===== config.mk =====
export PLATFORM = sky130hd
export DESIGN_NAME = cache_fill_fsm
export DESIGN_NICKNAME = d
export VERILOG_FILES = /design/src/rtl/cache_fill_fsm.sv
export SDC_FILE = /design/constraint.sdc
export NUM_CORES = 1
export LEC_CHECK = 0
export CORE_UTILIZATION = 30
export CTS_CLUSTER_DIAMETER = 80
export DETAILED_ROUTE_END_ITERATION = 16
export GPL_TIMING_DRIVEN = 0
export SLEW_MARGIN = 20
export SYNTH_ARGS = -nofsm -noshare
export SYNTH_HDL_FRONTEND = slang
export SYNTH_SLANG_ARGS = --single-unit

===== constraint.sdc =====
create_clock -name clk -period 5.1 [get_ports clk]
set_input_delay 1.275 -clock clk [delete_from_list [all_inputs] [get_ports clk]]
set_output_delay 1.275 -clock clk [all_outputs]
set_load 0.03 [all_outputs]

===== src/rtl/cache_fill_fsm.sv =====
`timescale 1ns/1ps
// cache_fill_fsm
// Cache miss handler. When the cache reports a miss, this block reads the
// whole 8-word block from main memory. Each returned word is written into the
// cache data array. The block then writes the tag and releases the stall.
//
// Ports
//   clk                 system clock, rising edge
//   rst_n               asynchronous active-low reset
//   miss_detected       cache miss indication (sampled in IDLE only)
//   miss_address[15:0]  byte address that missed
//   memory_data[15:0]   read data from main memory
//   memory_data_valid   memory_data holds the next outstanding read (in order)
//   fsm_busy            pipeline stall request (combinational on miss)
//   memory_read         one-cycle read request to memory
//   memory_address      word address of the read request
//   write_data_array    cache data array write strobe
//   write_tag_array     cache tag array write strobe
//   cache_fill_address  cache address used during a fill
//   cache_fill_data     cache write data
//
// state | meaning
// ------+---------------------------------------------------------------
// IDLE  | waiting for a miss; all fill outputs held at 0
// FILL  | issuing 8 reads and writing returned words into the data array
// TAG   | one cycle: write the tag for the filled block, then back to IDLE

module cache_fill_fsm (
  input  logic        clk,
  input  logic        rst_n,
  input  logic        miss_detected,
  input  logic [15:0] miss_address,
  input  logic [15:0] memory_data,
  input  logic        memory_data_valid,
  output logic        fsm_busy,
  output logic        memory_read,
  output logic [15:0] memory_address,
  output logic        write_data_array,
  output logic        write_tag_array,
  output logic [15:0] cache_fill_address,
  output logic [15:0] cache_fill_data
);

  typedef enum logic [1:0] {
    IDLE = 2'd0,
    FILL = 2'd1,
    TAG  = 2'd2
  } state_t;

  state_t      state_q, state_d;
  logic [11:0] base_q, base_d;
  logic [3:0]  issue_cnt_q, issue_cnt_d;
  logic [3:0]  recv_cnt_q, recv_cnt_d;

  always_ff @(posedge clk or negedge rst_n) begin
    if (!rst_n) begin
      state_q     <= IDLE;
      base_q      <= '0;
      issue_cnt_q <= '0;
      recv_cnt_q  <= '0;
    end else begin
      state_q     <= state_d;
      base_q      <= base_d;
      issue_cnt_q <= issue_cnt_d;
      recv_cnt_q  <= recv_cnt_d;
    end
  end

  always_comb begin
    state_d            = state_q;
    base_d             = base_q;
    issue_cnt_d        = issue_cnt_q;
    recv_cnt_d         = recv_cnt_q;
    fsm_busy           = 1'b0;
    memory_read        = 1'b0;
    memory_address     = '0;
    write_data_array   = 1'b0;
    write_tag_array    = 1'b0;
    cache_fill_address = '0;
    cache_fill_data    = '0;

    case (state_q)
      IDLE: begin
        // Stall in the same cycle the miss is seen.
        fsm_busy = miss_detected;
        if (miss_detected) begin
          base_d      = miss_address[15:4];
          issue_cnt_d = '0;
          recv_cnt_d  = '0;
          state_d     = FILL;
        end
      end

      FILL: begin
        fsm_busy = 1'b1;
        // Issue and receive sides run independently. Bit 3 of each counter
        // marks that all 8 words are done on that side.
        if (!issue_cnt_q[3]) begin
          memory_read    = 1'b1;
          memory_address = {base_q, issue_cnt_q[2:0], 1'b0};
          issue_cnt_d    = issue_cnt_q + 4'd1;
        end
        if (memory_data_valid && !recv_cnt_q[3]) begin
          write_data_array   = 1'b1;
          cache_fill_address = {base_q, recv_cnt_q[2:0], 1'b0};
          cache_fill_data    = memory_data;
          recv_cnt_d         = recv_cnt_q + 4'd1;
          if (recv_cnt_q == 4'd7) begin
            state_d = TAG;
          end
        end
      end

      TAG: begin
        fsm_busy           = 1'b1;
        write_tag_array    = 1'b1;
        cache_fill_address = {base_q, 4'b0000};
        state_d            = IDLE;
      end

      default: begin
        state_d = IDLE;
      end
    endcase
  end

endmodule


==> key figures <==
Global route
  – Total gr overflow: 0
  – Largest net degree at the start of global routing: 23
  – Initial antenna violation count: 0
  – Total global-route track usage: 14.0%
  – First-pass GRT wire length: 6130 um
  – Number of global-route vias before repair: 1290

Logic synthesis
  – Synthesized cell area: 1630 um^2
  – Yosys warns: 0
  – Post-synth cell types: 46
  – Register area share after synthesis: 33.9%
  – #FFs+latches synth: 22
  – Cells after Synth: 168
  – Predominant post-synthesis flop cell: dfrtp_1
  – Post-synthesis async set-or-reset flop share: 100%
  – Number of enable flip-flop cells after synthesis: 0
  – Syn Area/Cell: 9.67 um^2

Clock network
  – CTS Root Cell: clkbuf_8
  – H-tree lvl count: 1
  – Worst-Skew Late Latency: 260 ps
  – Clock tree buffer depth: 2
  – CTS Buf Count: 3
  – Setup Buffers After CTS: 0
  – CTS tree: yes
  – Clk sink count: 22
  – Clk pin slew, worst setup/hold paths: 90 ps
  – Post-cts hold buffer count: 0
  – CTS-repair resized insts: 0

Drt
  – Remaining routing DRC violations: 0
  – DRT iter0 DRCs: 41
  – Via Count: 1493
  – Wire per inst: 12.9 um
  – Detailed Route WL: 4180 um
  – Final ANT Viol Nets: 0
  – Initial DRT Pass Iterations: 4
  – Via/cell ratio: 4.61

Place
  – Gpl congestion: 0.771
  – Detailed placer's ending HPWL: 3180 um
  – Post-DP Area: 2530 um^2
  – PortBufs: 81
  – Dpl ws: 545 ps

Job
  – Max-capacitance violation count: 0

Setup path
  – Worst endpoint data arrival time: 3250 ps
  – Crit path cell chain: clkdlybuf4s50_1 > and3b_1 > buf_6 > clkbuf_1 > and2_1 > clkdlybuf4s50_1
  – Worst R2R Start: state_q[0]
  – Reg2Reg Capture Point: state_q[0]
  – Most frequent CP cell: clkdlybuf4s50_1
  – Worst r2r path cells: 5
  – Critical path type: primary input to primary output
  – CP endpoint kind: primary output
  – Slowest stage cell on the critical path: clkdlybuf4s50_1
  – CP Max Fanout: 10
  – Worst path required time: 3830 ps
  – Worst reg2reg setup slack: 3260 ps
  – CP max stage delay: 660 ps
  – Crit path launch type: primary input

Timing
  – Setup TNS: 0 ps
  – Final Max Tran Viols: 0
  – Min Tclk post-route: 4530 ps
  – Final critical-path share of the clock period: 88.8%
  – Max Freq: 221 MHz
  – Final setup fails: 0
  – Max-slew headroom: 65.6%
  – Clk_skew: 3.69 ps
  – Unrepaired setup endpoints after global routing: false
  – Final Hold Vio Count: 0
  – Slew @ Worst Pin: 516 ps
  – Setup ws final: 570 ps

Cells and area
  – Post-route cell area: 2590 um^2
  – Fraction of layout cells with a size suffix above 1: 15.4%
  – NumNets Final: 299
  – Antenna diode count: 0
  – P&R area growth vs syn: 59.6%
  – Fillers: 485
  – Final core utilization: 50.1%

Hold path
  – HP Class: flip-flop to flip-flop
  – HP Start: base_q[4]
  – Worst Hold Depth: 1
  – Worst hold endpoint: base_q[4]

Power
  – Peak supply drop: 0.424 mV
  – Pwr dens: 564 nW/um^2
  – LEAKAGE: 1.09 nW

Die
  – Die ar.: 5720 um^2
  – Die height: 75.6 um
  – Chip width: 75.6 um
  – I/O pins: 88
  – Area of the core: 5170 um^2
  – Starting density of the core: 31.4%
  – Row Count: 26

Status
  – Run status: finished clean
[sequential cells by signal, indices dropped and copies added (netlist names)]
signal	flops
base_q	12
issue_cnt_q	4
recv_cnt_q	4
state_q	2
[per-stage QoR]
step                      total power [mW]  cells  hold WS (ps)
after CTS                             1.48    324           526
after detailed placement              1.31    320           504
after global routing                  1.56    324           546
final                                 1.46    324           526
after global placement                1.30    320           499
after floorplan                      0.951    169           485
[cell type report]
cell class,instances,area [um^2],area share [%]
Timing Repair Buffer,81,806,31.1
Clock buffer,3,41.3,1.59
Multi-Input combinational cell,130,985,38.0
Sequential cell,22,551,21.2
Buffer,13,78.8,3.04
Clock inverter,1,30.0,1.16
Inverter,4,15.0,0.579
Tap cell,70,87.6,3.38
[Yosys cell counts, drive strengths merged (2+ instances only)]
master | instances | area share, %
a21oi | 6 | 1.8
and2b | 2 | 0.92
nand4b | 2 | 1.1
mux2 | 13 | 9.0
and2 | 42 | 18
and4b | 2 | 1.2
inv | 4 | 0.92
nand2 | 5 | 1.2
and4 | 3 | 1.6
o21ai | 4 | 1.2
nor4bb | 3 | 1.8
and3 | 2 | 0.77
nand3b | 2 | 0.92
dfrtp | 22 | 34
buf | 9 | 3.8
nor2 | 4 | 0.92
clkbuf | 4 | 1.0
a211oi | 2 | 0.92
nand2b | 5 | 1.9
nor2b | 3 | 1.2
ha | 8 | 6.2
[critical path, delay by kind of cell]
kind                   cells  cell delay, ps
buffers and inverters      4            1590
AND/OR/NAND/NOR            2             370
[cell families (layout without fill, tap and decap cells)]
kind of cell    Yosys count  after routing  share of synthesized area [%]
flops                    22             22                           33.9
compound gates           25             25                           10.5
buf+inv                  17            102                           5.77
simple gates             81             81                           33.8
fa+ha+maj                 8              8                           6.16
mux                      14             14                           9.62
other cells               1              2                          0.231
[report_power, final]
group	switching (mW)	internal [mW]	total [mW]
registers	0.0630	0.249	0.312
logic	0.532	0.454	0.987
clock network	0.0592	0.105	0.164
[metal layers]
layer  GRT usage (%)  share of wire, %  up-vias
li1                -                 -      757
met1            19.7                46      693
met2            22.9                48       41
met3            1.98               4.9        2
met4            2.88              0.62        0
met5               0                 0        -
[worst max path at each step]
stage	start	to	slack [ps]	cells after the start
2_1_floorplan	memory_data_valid	cache_fill_address[12]	1620	4
3_3_place_gp	memory_data_valid	cache_fill_data[12]	540	6
3_5_place_dp	memory_data_valid	cache_fill_data[13]	540	6
4_1_cts	memory_data_valid	cache_fill_data[13]	540	6
5_1_grt	memory_data_valid	cache_fill_data[8]	430	6
6_report	memory_data_valid	cache_fill_data[13]	570	6
[placed cells by master, fill, tap and decap left out, types with 3 or more instances in the layout]
cell,instances
and4_1,3
clkdlybuf4s50_1,80
clkbuf_1,3
a21oi_1,6
nand2b_1,5
and2_1,32
inv_1,4
clkbuf_8,3
nor2_1,4
ha_1,8
and2_4,10
mux2_2,13
dfrtp_1,22
nor4bb_1,3
nor2b_1,3
o21ai_0,4
buf_2,6
nand2_1,5
(Power assumes the default switching activity.)
